===== config.mk =====
export PLATFORM = sky130hd
export DESIGN_NAME = prog_loader
export DESIGN_NICKNAME = d
export VERILOG_FILES = /design/src/rtl/prog_loader_pkg.sv /design/src/rtl/prog_loader_counter.sv /design/src/rtl/prog_loader.sv
export SDC_FILE = /design/constraint.sdc
export NUM_CORES = 1
export LEC_CHECK = 0
export BUFFER_PORTS_ARGS = -buffer_cell sky130_fd_sc_hd__buf_2
export CAP_MARGIN = 20
export CORE_ASPECT_RATIO = 0.75
export CORE_MARGIN = 2
export CORE_UTILIZATION = 50
export CTS_CLUSTER_SIZE = 10
export DETAILED_ROUTE_END_ITERATION = 8
export PLACE_DENSITY = 0.72
export SLEW_MARGIN = 20
export SYNTH_ARGS = -nofsm -noshare
export SYNTH_HDL_FRONTEND = slang
export SYNTH_HIERARCHICAL = 1
export SYNTH_SLANG_ARGS = --single-unit
export TNS_END_PERCENT = 10

===== constraint.sdc =====
create_clock -name clk -period 3.9 [get_ports clk]
set_input_delay 0.195 -clock clk [delete_from_list [all_inputs] [get_ports clk]]
set_output_delay 0.195 -clock clk [all_outputs]
set_load 0.01 [all_outputs]

===== src/rtl/prog_loader_pkg.sv =====
// Shared CPU package: core opcode/state types plus the program-loader FSM
// states and memory geometry constants.
package prog_loader_pkg;

    localparam int MEM_DEPTH = 32;
    localparam int ADDR_W    = 5;

    typedef enum logic [3:0] {
        OP_NOP = 4'h0,
        OP_LDA = 4'h1,
        OP_STA = 4'h2,
        OP_ADD = 4'h3,
        OP_JMP = 4'h4,
        OP_HLT = 4'hF
    } opcode_t;

    typedef enum logic [1:0] {
        CPU_FETCH,
        CPU_DECODE,
        CPU_EXECUTE
    } state_t;

    typedef enum logic [2:0] {
        IDLE,
        HDR,
        DATA,
        CHK,
        DONE,
        ERR
    } loader_state_t;

endpackage


===== src/rtl/prog_loader_counter.sv =====
// Loadable up-counter with enable, used as the loader's memory address generator.
module prog_loader_counter #(
    parameter int W = 5
) (
    input  logic         clk,
    input  logic         rst_,
    input  logic         load_i,
    input  logic [W-1:0] load_val_i,
    input  logic         en_i,
    output logic [W-1:0] count_o
);

    logic [W-1:0] count_q;

    // NOTE: registers take <= so every flop samples values from before the edge.
    always_ff @(posedge clk) begin
        if (!rst_) begin
            count_q <= '0;
        end else if (load_i) begin
            count_q <= load_val_i;
        end else if (en_i) begin
            count_q <= count_q + W'(1);
        end
    end

    assign count_o = count_q;

endmodule


===== src/rtl/prog_loader.sv =====
// Program loader: receives a framed byte stream (N, N data bytes, XOR checksum),
// writes the data into CPU memory and releases the CPU only after a clean load.
module prog_loader
    import prog_loader_pkg::*;
#(
    parameter int MEM_DEPTH = prog_loader_pkg::MEM_DEPTH,
    parameter int ADDR_W    = prog_loader_pkg::ADDR_W
) (
    input  logic              clk,
    input  logic              rst_,
    input  logic              start,
    input  logic              in_valid,
    input  logic [7:0]        in_data,
    output logic              in_ready,
    output logic              mem_wr,
    output logic [ADDR_W-1:0] mem_addr,
    output logic [7:0]        mem_data,
    output logic              cpu_rst_,
    output logic              busy,
    output logic              done,
    output logic              err
);

    localparam int CNT_W = ADDR_W + 1;

    loader_state_t     state_q, state_d;
    logic [CNT_W-1:0]  n_q, n_d;
    logic [7:0]        csum_q, csum_d;
    logic              mem_wr_q, mem_wr_d;
    logic [ADDR_W-1:0] mem_addr_q, mem_addr_d;
    logic [7:0]        mem_data_q, mem_data_d;

    logic              accept;
    logic              hdr_ok;
    logic              last_byte;
    logic              addr_load;
    logic              addr_en;
    logic [ADDR_W-1:0] addr;

    prog_loader_counter #(.W(ADDR_W)) u_addr_cnt (
        .clk        (clk),
        .rst_       (rst_),
        .load_i     (addr_load),
        .load_val_i ('0),
        .en_i       (addr_en),
        .count_o    (addr)
    );

    assign in_ready  = (state_q == HDR) || (state_q == DATA) || (state_q == CHK);
    assign accept    = in_valid && in_ready;
    assign hdr_ok    = (in_data != 8'd0) && (32'(in_data) <= 32'(MEM_DEPTH));
    assign last_byte = ({1'b0, addr} == (n_q - CNT_W'(1)));

    // NOTE: every signal driven here gets a default first, so no latch is inferred.
    always_comb begin
        state_d    = state_q;
        n_d        = n_q;
        csum_d     = csum_q;
        mem_wr_d   = 1'b0;
        mem_addr_d = mem_addr_q;
        mem_data_d = mem_data_q;
        addr_load  = 1'b0;
        addr_en    = 1'b0;
        unique case (state_q)
            IDLE, DONE, ERR: begin
                if (start) state_d = HDR;
            end
            HDR: begin
                if (accept) begin
                    if (hdr_ok) begin
                        state_d   = DATA;
                        n_d       = CNT_W'(in_data);
                        csum_d    = '0;
                        addr_load = 1'b1;
                    end else begin
                        state_d = ERR;
                    end
                end
            end
            DATA: begin
                if (accept) begin
                    csum_d     = csum_q ^ in_data;
                    mem_wr_d   = 1'b1;
                    mem_addr_d = addr;
                    mem_data_d = in_data;
                    // The counter stops on the last word so it never wraps past the top.
                    addr_en    = !last_byte;
                    if (last_byte) state_d = CHK;
                end
            end
            CHK: begin
                if (accept) state_d = (in_data == csum_q) ? DONE : ERR;
            end
            default: state_d = IDLE;
        endcase
    end

    always_ff @(posedge clk) begin
        if (!rst_) begin
            state_q    <= IDLE;
            n_q        <= '0;
            csum_q     <= '0;
            mem_wr_q   <= 1'b0;
            mem_addr_q <= '0;
            mem_data_q <= '0;
        end else begin
            state_q    <= state_d;
            n_q        <= n_d;
            csum_q     <= csum_d;
            mem_wr_q   <= mem_wr_d;
            mem_addr_q <= mem_addr_d;
            mem_data_q <= mem_data_d;
        end
    end

    assign mem_wr   = mem_wr_q;
    assign mem_addr = mem_addr_q;
    assign mem_data = mem_data_q;
    assign busy     = in_ready;
    assign done     = (state_q == DONE);
    assign cpu_rst_ = (state_q == DONE);
    assign err      = (state_q == ERR);

endmodule


# Yosys cells after proc, flatten, opt, wreduce, memory -nomap -nowiden
# Index checks and enable logic that the tools add are counted.
# word_totals
wordCells,58
in_bits,12
reg_bits,36
out_inout_bits,19
# op_classes
mux,18
reduce_logical,15
n_eq_ne,13
order_cmp,1
bitwise,2
addsub,2
# ops
cell,n
$mux 8,3
$mux 3,6
$pmux 8 s2,1
$ne 2x2->1 const B,6
$pmux 3 s4,1
$eq 8x8->1,1
$le 8x6->1 const B,1
$reduce_bool 8->1,1
$xor 8x8->8,1
$mux 1,7
$eq 3x2->1 const B,2
$eq 3x3->1 const B,2
$eq 5x6->1,1
$sub 6x1->6 const B,1
$add 5x1->5 const B,1
$reduce_and 5->1,1
$reduce_and 2->1,2
$reduce_and 4->1,1
$eq 3x1->1 const B,1
$logic_not 3->1,1
$reduce_and 3->1,1
$reduce_or 3->1,1
$logic_and 1x1->1,2
$logic_or 1x1->1,2
4 further kinds,4

# Longest topological paths before layout
# logic_depth
ltp_word,7
mapped_depth,10
depth_no_buf,10

# Cells and area by module
# The synthesis kept the hierarchy.
# modules_own_cells
mod,seq_area_each_um2,instances,cells_per_inst,area_each_um2
prog_loader,620.6,1,195,1587.8
prog_loader_counter,100.1,1,27,237.7

# Worst setup path after synthesis
# No wires, ideal clock.
# synth_timing
path_kind,register to register
from,register state_q[2]
to,register u_addr_cnt.count_q[1] (netlist: u_addr_cnt/count_o[1])
path_slack_ns,1.947
t_required_ns,3.785
setup_ns,0.115
path_stages_with_launch,8
arrival_time_ns,1.838
cell_sequence,dfxtp_1 nor3b_1 and2_0 clkbuf_1 and2_1 mux2i_1 o21ai_0 and2_1
# synth_lines
element,line,rtl
from (decl),prog_loader.sv:26,"loader_state_t state_q, state_d;"
from (signal assigned),prog_loader.sv:107,state_q <= state_d;
$eq 3x1->1 / $eq 3x2->1 (equally long branches),"prog_loader.sv:49, prog_loader.sv:64",
$logic_or 1x1->1 (2 in series),prog_loader.sv:49,assign in_ready = (state_q == HDR) || (state_q == DATA) || (state_q == CHK);
$logic_and 1x1->1,prog_loader.sv:50,assign accept = in_valid && in_ready;
$mux 1,prog_loader.sv:81,if (accept) begin
$mux 1 *,prog_loader.sv:64,unique case (state_q)
named net addr_en,prog_loader.sv:37,logic addr_en;
to (signal assigned),prog_loader_counter.sv:20,count_q <= load_val_i;
to (signal assigned),prog_loader_counter.sv:22,count_q <= count_q + W'(1);
to (decl),prog_loader_counter.sv:13,logic [W-1:0] count_q;
# Mark *: on every way through the listed nets, which the timed path passes. The rest lies on a longest branch.
# A chain may end at the register's enable or synchronous reset.

# Worst setup path after layout
# layout_timing
from,register n_q[0]
to,register u_addr_cnt.count_q[1] (netlist: u_addr_cnt/count_o[1])
# layout_via
elab_chain_cells,5
# layout_rtl
element,line,rtl
from (decl),prog_loader.sv:27,"logic [CNT_W-1:0] n_q, n_d;"
from (signal assigned),prog_loader.sv:108,n_q <= n_d;
$sub 6x1->6,prog_loader.sv:52,"assign last_byte = ({1'b0, addr} == (n_q - CNT_W'(1)));"
$eq 5x6->1,prog_loader.sv:52,
$logic_not 1->1,prog_loader.sv:87,addr_en = !last_byte;
$mux 1,prog_loader.sv:81,
$mux 1,prog_loader.sv:64,
named net addr_en,prog_loader.sv:37,
# The timed path passes the listed nets, and every way through them passes these cells.

==> impl_metrics.csv <==
group,metric,value,unit
drt,vias,1568,
clocking,cts_tree,"yes",
min_path,hold_path_depth,3,
place,port_buffers,30,
min_path,min-delay-path-class,"primary input to flop",
worst_setup_path,reg2regPathDepth,10,
drt,avgRoutedWirePerCell,13.0,µm
logic_synthesis,ys_async_sr_fraction,0,%
timing,slew_violations,0,
die,start_util,53.7,%
logic_synthesis,syn_avg_cell_area,8.22,µm²
logic_synthesis,synth.top_cell.area_share,39.5,%
grt,gr-total-overflow,0,
final_layout,drive_gt1_share,18.3,%
clocking,htreeDepth,2,
place,dpl.hpwl,2670,µm
grt,grt_pass1_vias,1377,
logic_synthesis,seq_area_frac_synth,39.5,%
worst_setup_path,crit_required,4.08,ns
worst_setup_path,crit_arrival,2.39,ns
logic_synthesis,synth.ff_latch_count,36,
timing,period_needed,2.21,ns
drt,wl,3920,µm
timing,finalSetupTns,0,ns
die,num_rows,18,
worst_setup_path,worstSetupEndpointType,"flop",
drt,drc,0,
timing,worst_pin_slew,0.786,ns
logic_synthesis,synthCells,222,
timing,fmax,452,MHz
timing,slew_headroom,47.4,%
worst_setup_path,r2r_setup_slack,1.69,ns
timing,rsz0062_at_grt,"false",
timing,final_hold_viol_count,0,
final_layout,area_delta_synth_final,15.4,%
worst_setup_path,cp-startpoint,"n_q[0]",
grt,grt_usage,20.6,%
pwr,ir_drop,0.000214,V
pwr,p_leak,0.000784,µW
logic_synthesis,synth_commonest_cells,"nand2_1 (45), dfxtp_1 (36), a21oi_1 (26), xnor2_1 (13), a211oi_1 (8)",
die,dieArea,4160,µm²
logic_synthesis,synth-edff-count,0,
die,coreArea,3400,µm²
timing,fin_crit_sh,56.7,%
logic_synthesis,ys_types,45,
final_layout,nets,265,
drt,drt_iter0_drc,58,
die,dieWidth,73.8,µm
drt,first_pass_iters,4,
worst_setup_path,worst_setup_path_start_kind,"flop",
timing,setup_slack,1.69,ns
run,cap_viol_max_count,0,
die,io_pins,31,
pwr,cellPowerDensity,373,nW/µm²
logic_synthesis,netlist_area,1830,µm²
timing,finClkSkew,0.00731,ns
grt,grt_antenna_before_repair,0,
place,gp_congestion,0.802,
final_layout,antenna_cells,0,
clocking,root_buffer,"clkbuf_8",
worst_setup_path,cp_max_fo,5,
min_path,hp-start,"start",
logic_synthesis,synth_warnings,6,
drt,ant_nets,0,
clocking,post_cts_resized,0,
clocking,cts_hold_buf,0,
logic_synthesis,ys.flop_type,"dfxtp_1",
clocking,cts_buffer_depth,2,
die,die_y,56.3,µm
clocking,clk_pin_slew,0.08,ns
clocking,post_cts_buffers,0,
logic_synthesis,synth_top_cell_by_area,"dfxtp_1",
status,status,"finished, final reports clean",
clocking,clock_sinks,36,
worst_setup_path,crit_type,"flop to flop",
drt,viasPerCell,5.19,
logic_synthesis,synthTopCellsByArea,"dfxtp_1 (39%), nand2_1 (9.3%), a21oi_1 (7.1%)",
timing,setup_viol,0,
logic_synthesis,synth.most_common_cell,"nand2_1",
place,dp_slack,1.69,ns
clocking,clock_latency,0.29,ns
grt,grt_max_degree,24,
worst_setup_path,r2r_start,"n_q[0]",
clocking,cts_made_buffers,5,
grt,grt_pass1_wl,6690,µm
[layout by cell type, fill, tap and decap left out, types with 2 or more instances in the layout]
cell type / Yosys / layout
nand2_1: 45 / 45
inv_1: 4 / 4
nor2b_1: 2 / 2
a211oi_1: 8 / 8
ha_1: 2 / 2
nor3_1: 6 / 6
a21o_1: 2 / 2
mux2i_1: 6 / 6
clkbuf_8: 0 / 5
a21oi_1: 26 / 26
and2_1: 3 / 3
o21ai_2: 2 / 2
nor3b_1: 2 / 2
xnor2_1: 13 / 13
xor2_1: 5 / 5
dfxtp_1: 36 / 36
o21ai_0: 5 / 5
conb_1: 1 / 5
buf_2: 4 / 30
nor2_1: 5 / 5
o21a_1: 6 / 6
nand4_1: 3 / 3
nand2b_1: 2 / 2
nand3_1: 5 / 5
[cells by family (layout without fill, tap and decap cells)]
kind of cell / after synthesis / after routing / share of synthesized area, %
simple gates: 86 / 86 / 23.6
compound gates: 56 / 56 / 19.3
flops: 36 / 36 / 39.5
xor+xnor: 18 / 18 / 8.64
buf+inv: 17 / 43 / 4.18
mux: 6 / 6 / 3.29
fa+ha+maj: 2 / 2 / 1.37
other cells: 1 / 5 / 0.205
[state kept, by name, summed over array words and instances, names as in the netlist]
| signal | flops |
|---|---|
| csum_q | 8 |
| mem_data | 8 |
| n_q | 6 |
| mem_addr | 5 |
| u_addr_cnt/count_o | 5 |
| state_q | 3 |
| mem_wr | 1 |
[per-stage QoR]
stage          util (%)  std cells  cell area (µm²)  hold WS, ns  total power, µW
2_1_floorplan         -        226             1840        0.317              448
3_3_place_gp       58.8        294             2000        0.440              471
3_5_place_dp       58.8        294             2000        0.444              472
4_1_cts            62.0        302             2110        0.165              793
5_1_grt            62.0        302             2110        0.184              819
6_report           62.0        302             2110        0.177              786
[per-layer routing]
layer  wire length, µm  up-vias  GRT usage [%]
met5                 0        -              0
met1              2070      696           31.8
met4                42        0           6.23
met3               228        5           4.85
met2              1580       44           28.1
li1                  -      823              -
[critical path: stages (launching register included)]
cell and delay (ns):
dfxtp_1 0.40, inv_1 0.06, ha_1 0.23, nand2b_1 0.17, a21oi_1 0.14, a31oi_1 0.06
o2111ai_1 0.31, and2_1 0.31, mux2i_1 0.20, o21ai_0 0.08, and2_1 0.16
[path summary, 6_finish.rpt]
| kind | endpoint |
|---|---|
| worst max-delay path | u_addr_cnt/count_o[1] |
| worst min-delay path | state_q[2] |
| worst max register to register | u_addr_cnt/count_o[1] |
| worst min register to register | mem_data[4] |
[power breakdown]
| part | total, µW | switching [µW] | internal (µW) |
|---|---|---|---|
| registers | 384 | 9.77 | 374 |
| logic | 80.3 | 48.2 | 32.1 |
| clock network | 322 | 132 | 190 |
| total | 786 | 190 | 596 |
[area by class of cell]
cell class	count	area, µm²
fill	314	1290
tap	50	62.6
timing repair buffer	31	158
clock inverter	2	35.0
sequential	36	721
multi-input combinational	173	1040
inverter	4	15.0
clock buffer	6	72.6
Note: power is estimated with default switching activity, not from simulation.
